File: src/rtl/ysyx_25040118_ifu_pkg.sv
// Shared configuration for the instruction fetch unit.
//   IFU_XLEN       default address/data width
//   IFU_RESET_PC   PC loaded on reset
//   IFU_INST_STEP  bytes the PC advances per consumed instruction
//   ifu_state_e    fetch FSM encodings (REQ=0, WAIT=1, HOLD=2)
package ysyx_25040118_ifu_pkg;

  localparam int          IFU_XLEN      = 32;
  localparam logic [31:0] IFU_RESET_PC  = 32'h8000_0000;
  localparam int          IFU_INST_STEP = 4;

  typedef enum logic [1:0] {
    IFU_REQ  = 2'd0,
    IFU_WAIT = 2'd1,
    IFU_HOLD = 2'd2
  } ifu_state_e;

endpackage

File: src/rtl/ysyx_25040118_ifu_pcnext.sv
// Next-PC select for the fetch unit.
//   pc             current PC
//   consume        decode accepted the held instruction this cycle
//   redirect_valid / redirect_pc  new target from execute/writeback
//   pc_next        PC for the next cycle
// A redirect always wins, so a consume in the same cycle does not also add
// the step. The increment wraps modulo 2^XLEN.
module ysyx_25040118_ifu_pcnext
  import ysyx_25040118_ifu_pkg::*;
#(
  parameter int XLEN      = IFU_XLEN,
  parameter int INST_STEP = IFU_INST_STEP
) (
  input  logic [XLEN-1:0] pc,
  input  logic            consume,
  input  logic            redirect_valid,
  input  logic [XLEN-1:0] redirect_pc,
  output logic [XLEN-1:0] pc_next
);

  always_comb begin
    pc_next = pc;
    if (redirect_valid) begin
      pc_next = redirect_pc;
    end else if (consume) begin
      pc_next = pc + XLEN'(INST_STEP);
    end
  end

endmodule

File: src/rtl/ysyx_25040118_ifu.sv
// Instruction fetch stage. Holds the PC, keeps at most one request in flight
// on an SRAM-style memory port and hands {pc, inst, fault} to decode over a
// valid/ready handshake. Redirects are accepted in any cycle; a response whose
// request was issued before the redirect is dropped.
//   clk, rst_n                      clock, async active-low reset
//   mem_req_valid/ready/addr        fetch request (addr = pc)
//   mem_resp_valid/data/err         fetch response, one per accepted request
//   out_valid/ready, out_pc/inst/fault  instruction to decode
//   redirect_valid, redirect_pc     PC override
module ysyx_25040118_ifu
  import ysyx_25040118_ifu_pkg::*;
#(
  parameter int              XLEN      = IFU_XLEN,
  parameter logic [XLEN-1:0] RESET_PC  = XLEN'(IFU_RESET_PC),
  parameter int              INST_STEP = IFU_INST_STEP
) (
  input  logic            clk,
  input  logic            rst_n,
  output logic            mem_req_valid,
  input  logic            mem_req_ready,
  output logic [XLEN-1:0] mem_req_addr,
  input  logic            mem_resp_valid,
  input  logic [XLEN-1:0] mem_resp_data,
  input  logic            mem_resp_err,
  output logic            out_valid,
  input  logic            out_ready,
  output logic [XLEN-1:0] out_pc,
  output logic [XLEN-1:0] out_inst,
  output logic            out_fault,
  input  logic            redirect_valid,
  input  logic [XLEN-1:0] redirect_pc
);

  ifu_state_e      state_q, state_d;
  logic [XLEN-1:0] pc_q, pc_d;
  logic            drop_q, drop_d;
  logic            mem_req_valid_q, mem_req_valid_d;
  logic            out_valid_q, out_valid_d;
  logic [XLEN-1:0] out_pc_q, out_pc_d;
  logic [XLEN-1:0] out_inst_q, out_inst_d;
  logic            out_fault_q, out_fault_d;

  logic req_hs;
  logic consume;

  assign req_hs  = mem_req_valid_q & mem_req_ready;
  assign consume = out_valid_q & out_ready;

  ysyx_25040118_ifu_pcnext #(
    .XLEN      (XLEN),
    .INST_STEP (INST_STEP)
  ) u_pcnext (
    .pc             (pc_q),
    .consume        (consume),
    .redirect_valid (redirect_valid),
    .redirect_pc    (redirect_pc),
    .pc_next        (pc_d)
  );

  always_comb begin
    state_d     = state_q;
    drop_d      = drop_q;
    out_pc_d    = out_pc_q;
    out_inst_d  = out_inst_q;
    out_fault_d = out_fault_q;

    case (state_q)
      IFU_REQ: begin
        if (req_hs) begin
          state_d = IFU_WAIT;
          // The request just issued targets the old pc.
          if (redirect_valid) drop_d = 1'b1;
        end
      end
      IFU_WAIT: begin
        if (mem_resp_valid) begin
          // A redirect arriving with the response makes it stale too.
          if (drop_q || redirect_valid) begin
            drop_d  = 1'b0;
            state_d = IFU_REQ;
          end else begin
            out_pc_d    = pc_q;
            out_inst_d  = mem_resp_err ? '0 : mem_resp_data;
            out_fault_d = mem_resp_err;
            state_d     = IFU_HOLD;
          end
        end else if (redirect_valid) begin
          drop_d = 1'b1;
        end
      end
      IFU_HOLD: begin
        if (redirect_valid || consume) state_d = IFU_REQ;
      end
      default: state_d = IFU_REQ;
    endcase

    // Handshake outputs are decoded from the next state so they come straight
    // from flops.
    mem_req_valid_d = (state_d == IFU_REQ);
    out_valid_d     = (state_d == IFU_HOLD);
  end

  always_ff @(posedge clk or negedge rst_n) begin
    if (!rst_n) begin
      state_q         <= IFU_REQ;
      pc_q            <= RESET_PC;
      drop_q          <= 1'b0;
      mem_req_valid_q <= 1'b0;
      out_valid_q     <= 1'b0;
      out_pc_q        <= '0;
      out_inst_q      <= '0;
      out_fault_q     <= 1'b0;
    end else begin
      state_q         <= state_d;
      pc_q            <= pc_d;
      drop_q          <= drop_d;
      mem_req_valid_q <= mem_req_valid_d;
      out_valid_q     <= out_valid_d;
      out_pc_q        <= out_pc_d;
      out_inst_q      <= out_inst_d;
      out_fault_q     <= out_fault_d;
    end
  end

  assign mem_req_valid = mem_req_valid_q;
  assign mem_req_addr  = pc_q;
  assign out_valid     = out_valid_q;
  assign out_pc        = out_pc_q;
  assign out_inst      = out_inst_q;
  assign out_fault     = out_fault_q;

endmodule

File: config.mk
export PLATFORM = sky130hd
export DESIGN_NAME = ysyx_25040118_ifu
export DESIGN_NICKNAME = d
export VERILOG_FILES = /design/src/rtl/ysyx_25040118_ifu_pkg.sv /design/src/rtl/ysyx_25040118_ifu_pcnext.sv /design/src/rtl/ysyx_25040118_ifu.sv
export SDC_FILE = /design/constraint.sdc
export NUM_CORES = 1
export LEC_CHECK = 0
export BUFFER_PORTS_ARGS = -buffer_cell sky130_fd_sc_hd__buf_4
export CORE_ASPECT_RATIO = 1.4
export CORE_UTILIZATION = 53
export CTS_CLUSTER_DIAMETER = 200
export DETAILED_ROUTE_END_ITERATION = 10
export HOLD_SLACK_MARGIN = 0.03
export PLACE_DENSITY = 0.85
export SLEW_MARGIN = 40
export SYNTH_ARGS = -nofsm -noshare
export SYNTH_HDL_FRONTEND = slang
export SYNTH_SLANG_ARGS = --single-unit
export TNS_END_PERCENT = 50
File: constraint.sdc
create_clock -name clk -period 3.9 [get_ports clk]
set_input_delay 0.39 -clock clk [delete_from_list [all_inputs] [get_ports clk]]
set_output_delay 0.39 -clock clk [all_outputs]
set_load 0.05 [all_outputs]
==> results.ini, run 1 <==
[outcome]
status=finished, final reports clean

[sta]
fin_setup_tns_ps=0
fmax_mhz=445.8
min_period_over_period_pct=57.51
fin_crit_ps=2243
rsz0062_at_grt=no
setup_ws_ps=1657
setup_viol=0
hold_viol=0
max_slew_margin_pct=47.83
maxSlewViolCount=0
hold_ws_ps=67.56
finalClockSkew_ps=10.57
tightest_slew_ps=777.7

[clock_tree]
cts_root_buf=clkbuf_16
clock_sinks=102
cts_buffers=9
clock_latency_ps=340
cts_hold_buffers=0
cts_resized=0
cts_setup_buffers=0
cts_tree=yes
h-tree-depth=3
clockBufferDepth=2
path_clk_slew_ps=70

[floorplanning]
core_um2=8508
die-width_um=80.98
initial_core_util_pct=54.40
ios=170
dieArea_um2=9115
die_y_um=112.6
rows=40

[synthesis]
synth_ff_type=dfrtp_1
synth_area_per_cell_um2=10.35
synth_warnings=0
synth_common_cells=dfrtp_1, nand2_1, o21ai_0
synth_nets=519
ys_ff_latch=102
syn-instance-count=447
ys_types=38
synth_area_leaders=dfrtp_1, mux2_2, o21ai_0, nand2_1, nand2b_1
yosysTopAreaCellShare_pct=54.61
yosys.area.top_type=dfrtp_1
synth-seq-area-share_pct=55.18
synthArstFlopShare_pct=100.0
syn_area_um2=4628
synth-edff-count=0
synth_most_common_cell=dfrtp_1

[critical_path]
cp_max_fo=22
cp-start-kind=flip-flop
critPathArrivalTime_ps=2490
crit_chain=nand2_1, or4_4, or4_1, a31oi_1
worst-path-buf-inv=0
crit_path_end_kind=flip-flop
slowest_delay_ps=680
required_ps=4150
crit_slowest_cell=or4_4
path_class=flip-flop to flip-flop
crit_family=simple AND/OR/NAND/NOR gates

[global_routing]
overflow=0
antenna_found_initial=0
grt_pass1_vias=3871
grt_pass1_wl_um=18650
grt_max_degree=78
track_usage_pct=26.89

[run]
cap_violations=0

[place]
place_hpwl_um=8509
gp_congestion=0.8631
io_buffers=169
place_area_um2=5951
dpl_worst_slack_ps=1722

[route]
firstDrtPassIters=4
dr_total_vias=4017
drt_iter0_drc=169
ant_nets=0
detail_route.vias_per_cell=5.650
totalWireLength_um=11770
wire_per_inst_um=16.56
drc_errors=0

[final_layout]
nets=673
final_area_um2=6266
area_delta_synth_final_pct=35.39
n_antenna_cell=0
drive_above_1_share_pct=37.46

[min_path]
hold_path.class=primary input to asynchronous set/reset pin

[pwr]
powerDensity_nw_per_um2=813.3
ir_worst_vdd_uv=580.2
power_leakage_nw=2.940
p_total_mw=5.096

final timing paths:
kind                                 start          endpoint  slack, ps  cells after the start
setup / recovery           mem_req_addr[4]  mem_req_addr[21]       1660                      4
hold / removal                       rst_n      out_inst[21]         70                      1
setup reg to reg           mem_req_addr[4]  mem_req_addr[21]       1660                      4
hold reg to reg                 out_pc[30]        out_pc[30]        480                      2
max in group asynchronous            rst_n      out_inst[28]       3030                      2
min in group clk            redirect_pc[7]   mem_req_addr[7]        250                      3
stage by stage:
stage / utilization [%] / std cells
2_1_floorplan: - / 447
3_3_place_gp: 69.66 / 694
3_5_place_dp: 69.94 / 695
4_1_cts: 73.57 / 711
5_1_grt: 73.65 / 711
6_report: 73.65 / 711
layout by cell type, fill, tap and decap left out, types with 2 or more instances in the layout:
cell       count
clkbuf_16      9
o31ai_1        9
mux2_2        33
xor2_1         7
o21ai_0       50
a21oi_1        2
a211o_1        3
nand2b_1      32
and4_1         6
nand4_1       19
nand3_1       14
or3_1          2
inv_1          5
or4_1          9
buf_4        169
clkbuf_8       2
a31oi_1       12
dfrtp_1      101
clkinv_2       2
nor4_1         3
and2_1         3
and3_1         5
nor3_1         2
nand2_1       64
nor2_1        18
xnor2_1        5
registers in the layout (all words and copies together), names as in the netlist:
name	cells
drop_q	1
mem_req_addr	32
mem_req_valid	1
out_fault	1
out_inst	32
out_pc	32
out_valid	1
state_q	2
metal layers:
metal  vias to the layer above  global-route usage (%)  wire (µm)
li1                       1899                       -          -
met1                      1886                   32.18       4547
met2                       204                   44.71       5924
met3                        28                   6.667        991
met4                         0                   12.62        310
met5                         -                       0          0
kinds of logic (layout without fill, tap and decap cells):
| kind of cell | count (synthesis) | after routing | share of synthesized area [%] |
|---|---|---|---|
| AO/OA/AOI/OAI | 80 | 80 | 9.949 |
| flip-flops | 102 | 102 | 55.18 |
| AND/OR/NAND/NOR | 184 | 184 | 21.14 |
| XOR/XNOR | 12 | 12 | 2.271 |
| multiplexers | 34 | 34 | 8.246 |
| adder cells (fa/ha/maj) | 1 | 1 | 0.2703 |
| buffers and inverters | 34 | 193 | 2.947 |
worst reg2reg max path, delay by kind of cell (launching register included):
| family | cells | cell delay, ps |
|---|---|---|
| compound gates | 1 | 200 |
| simple gates | 3 | 1430 |
| flops | 1 | 520 |
layout make-up:
class                      count  area [µm²]
sequential                   102        2554
fill                         608        2242
multi-input combinational    311        1949
timing repair buffer         171        1300
clock buffer                  11       252.7
tap                          105       131.4
clock inverter                 5       56.30
inverter                       6       22.52
where the power goes:
group	internal (mW)	switching, mW	leakage [nW]	total [mW]
Sequential	1.44	0.257	1.26	1.69
Clock	0.532	0.386	0.152	0.918
Combinational	0.759	1.73	1.53	2.48
(Power assumes the default switching activity.)
==> run 2: changes to the inputs <==
ABC_AREA = 1   (was unset)
CORE_UTILIZATION = 45   (was 53)
PLACE_DENSITY = 0.76   (was 0.85)
clock period = 1.95 ns   (was 3.9 ns; I/O delays follow)
==> results.ini, run 2 <==
[critical_path]
crit_slowest_cell=dfrtp_1  ; was or4_4
worst-r2r-cell-count=8  ; was 4
crit_family=simple AND/OR/NAND/NOR gates  ; unchanged
crit_path_end_kind=flip-flop  ; unchanged
path_class=flip-flop to flip-flop  ; unchanged
critPathArrivalTime_ps=1890  ; was 2490 ps
worst-path-buf-inv=0  ; unchanged
crit_chain=ha_1, nand2_1, nor2_2, nand2_1, nor2_1, nand2_1, nand3_1, nand3_1  ; was nand2_1, or4_4, or4_1, a31oi_1
cp-start-kind=flip-flop  ; unchanged
required_ps=2180  ; was 4150 ps
r2r_slack_ps=290  ; was 1660 ps
reg2reg_from=mem_req_addr[2]  ; was mem_req_addr[4]
cp_max_fo=5  ; was 22
slowest_delay_ps=420  ; was 680 ps
cpMostUsedCell=nand2_1
r2r-end=mem_req_addr[16]  ; was mem_req_addr[21]

[synthesis]
syn-instance-count=568  ; was 447
synthArstFlopShare_pct=100.0  ; unchanged
synth_area_per_cell_um2=8.437  ; was 10.35 µm²
ys_ff_latch=102  ; unchanged
synth_common_cells=nand2_1, dfrtp_1, inv_1  ; was dfrtp_1, nand2_1, o21ai_0
ys_types=28  ; was 38
synth_area_leaders=dfrtp_1, nand2_1, a22o_1, o21ai_0, nand3_1  ; was dfrtp_1, mux2_2, o21ai_0, nand2_1, nand2b_1
synth-edff-count=0  ; unchanged
syn_area_um2=4792  ; was 4628 µm²
synth-seq-area-share_pct=53.29  ; was 55.18%
synth_warnings=0  ; unchanged
yosys.area.top_type=dfrtp_1  ; unchanged
synth_most_common_cell=nand2_1  ; was dfrtp_1
synth_nets=640  ; was 519
synth_ff_type=dfrtp_1  ; unchanged
yosysTopAreaCellShare_pct=52.74  ; was 54.61%

[final_layout]
area_delta_synth_final_pct=35.40  ; was 35.39%
seq_area_um2=2554  ; unchanged
nets=810  ; was 673
drive_above_1_share_pct=27.99  ; was 37.46%
fillers=911  ; was 608
most-common-layout-cells=buf_4, nand2_1, dfrtp_1, inv_1, o21ai_0  ; was buf_4, dfrtp_1, nand2_1, o21ai_0, mux2_2
layoutNonFillerInstCount=881  ; was 711
multiInputGateArea_um2=1867  ; was 1949 µm²
final_common_cell=buf_4  ; unchanged
n_antenna_cell=0  ; unchanged

[place]
place_hpwl_um=9969  ; was 8509 µm
gp_congestion=0.9334  ; was 0.8631
io_buffers=169  ; unchanged
dp_cells=864  ; was 695

[global_routing]
antenna_found_initial=0  ; unchanged
grt.met1_usage_pct=28.89  ; was 32.18%
grt_util_met2_pct=41.36  ; was 44.71%
grt_pass1_vias=4121  ; was 3871
grt_pass1_wl_um=20030  ; was 18650 µm
overflow=0  ; unchanged
met3_usage_pct=4.042  ; was 6.667%
grt_max_degree=42  ; was 78
busiest_layer=met2  ; unchanged
track_usage_pct=23.91  ; was 26.89%

[sta]
rsz0062_at_grt=no  ; unchanged
fin_crit_ps=1656  ; was 2243 ps
fin_setup_tns_ps=0  ; unchanged
max_slew_margin_pct=64.29  ; was 47.83%
setup_viol=0  ; unchanged
tightest_slew_ps=535.7  ; was 777.7 ps
fmax_mhz=604.0  ; was 445.8 MHz
min_period_over_period_pct=84.91  ; was 57.51%
hold_viol=0  ; unchanged
finalClockSkew_ps=4.696  ; was 10.57 ps
maxSlewViolCount=0  ; unchanged

[route]
wire_per_inst_um=15.02  ; was 16.56 µm
ant_nets=0  ; unchanged
drc_errors=0  ; unchanged
totalWireLength_um=13230  ; was 11770 µm
detail_route.vias_per_cell=5.066  ; was 5.650
drt_iter0_drc=286  ; was 169
dr_total_vias=4463  ; was 4017
firstDrtPassIters=5  ; was 4

[pwr]
power_leakage_nw=3.327  ; was 2.940 nW
pwr-share-comb_pct=47.6  ; was 48.7%
netSwitchingPower_mw=4.377  ; was 2.368 mW
powerDensity_nw_per_um2=1452  ; was 813.3 nW/µm²
pwr-share-clk_pct=18.2  ; was 18.0%
switching_share_pct=46.45  ; was 46.46%
p_total_mw=9.422  ; was 5.096 mW
ir_worst_vdd_uv=592.4  ; was 580.2 µV
power.share.sequential_pct=34.2  ; was 33.2%
intPower_mw=5.045  ; was 2.729 mW

[clock_tree]
path_clk_slew_ps=70  ; about the same
clock_sinks=102  ; unchanged
cts_buffers=9  ; unchanged
cts_root_buf=clkbuf_16  ; unchanged
clock_latency_ps=350  ; was 340 ps
h-tree-depth=3  ; unchanged
cts_resized=0  ; unchanged
clockBufferDepth=2  ; unchanged
cts_tree=yes  ; unchanged

[min_path]
hold_depth=3
hold_path.class=primary input to flip-flop  ; was primary input to asynchronous set/reset pin
holdPathEnd=mem_req_addr[8]
hp-start=redirect_pc[8]

[floorplanning]
rows=44  ; was 40
die_y_um=124.1  ; was 112.6 µm
dieArea_um2=11070  ; was 9115 µm²
die-width_um=89.22  ; was 80.98 µm
ios=170  ; unchanged
initial_core_util_pct=46.30  ; was 54.40%
core_um2=10350  ; was 8508 µm²

[run]
cap_violations=0  ; unchanged

[outcome]
status=finished, final reports clean  ; unchanged

-- run 2: cell count changes after synthesis, moves of 31 or more --
cell / change
a22o_1: +32
mux2_2: -33
inv_1: +53
nand2_1: +111
nand3_1: +31
nand2b_1: -32
-- run 2: layout make-up --
cell class	count	area share [%]
Tap cell	138	2.661
Inverter	61	3.567
Clock buffer	12	3.953
Timing Repair Buffer	180	21.25
Clock inverter	4	0.4435
Sequential cell	102	39.36
Multi-Input combinational cell	384	28.77
-- run 2: how the worst max path moves through the flow --
stage                          from          endpoint  slack, ps  cells after the start
global placement    mem_req_addr[3]  mem_req_addr[16]        400                      8
global route        mem_req_addr[3]  mem_req_addr[24]        140                      8
CTS                 mem_req_addr[2]  mem_req_addr[16]        330                      8
detailed placement  mem_req_addr[3]  mem_req_addr[16]        350                      8
finish              mem_req_addr[2]  mem_req_addr[16]        290                      8
floorplan           mem_req_addr[3]  mem_req_addr[30]        150                      8
-- run 2: worst reg2reg max path, stage by stage (launching register included) --
cell,delay [ps]
dfrtp_1,420
ha_1,190
nand2_1,90
nor2_2,170
nand2_1,160
nor2_1,270
nand2_1,80
nand3_1,100
nand3_1,60
-- run 2: per-layer routing --
metal  share of wire [%]  routed length [µm]
met1                  41                5449
met2                  50                6604
met3                 6.2                 821
met4                 2.7                 359
met5                   0                   0
-- run 2: cells by family (layout without fill, tap and decap cells) --
logic type               Yosys count  in the layout  share of synthesized area, %
XOR/XNOR                           3              3                        0.5484
AND/OR/NAND/NOR                  279            279                         24.65
flip-flops                       102            102                         53.29
AO/OA/AOI/OAI                    101            101                         13.50
adder cells (fa/ha/maj)            1              1                        0.2611
buffers and inverters             82            257                         7.755
-- run 2: per-stage QoR --
step           hold WS [ps]  utilization (%)  setup slack, ps  instance area, µm²
2_1_floorplan        -100.6                -            145.1                4792
3_3_place_gp          204.1            59.84            403.2                6193
3_5_place_dp          202.8            59.84            346.9                6193
4_1_cts               54.41            62.69            329.3                6489
5_1_grt               59.30            62.69            141.6                6489
6_report              58.57            62.69            294.3                6489
-- run 2: timing repair --
| item | CTS | global route |
|---|---|---|
| buffers inserted | 0 | 0 |
| endpoints found under the setup margin | 0 | 0 |
| hold endpoints to repair | 35 | 0 |
| hold buffers | 1 | 0 |
-- run 2: power by group through the flow --
| stage | logic [mW] | clock network [mW] | registers (mW) |
|---|---|---|---|
| after floorplan | 0.871 | 0 | 5.37 |
| after global routing | 4.74 | 1.85 | 3.31 |
| after global placement | 4.44 | 0 | 3.24 |
| after CTS | 4.51 | 1.75 | 3.22 |
| after detailed placement | 4.50 | 0 | 3.26 |
| final | 4.49 | 1.71 | 3.22 |
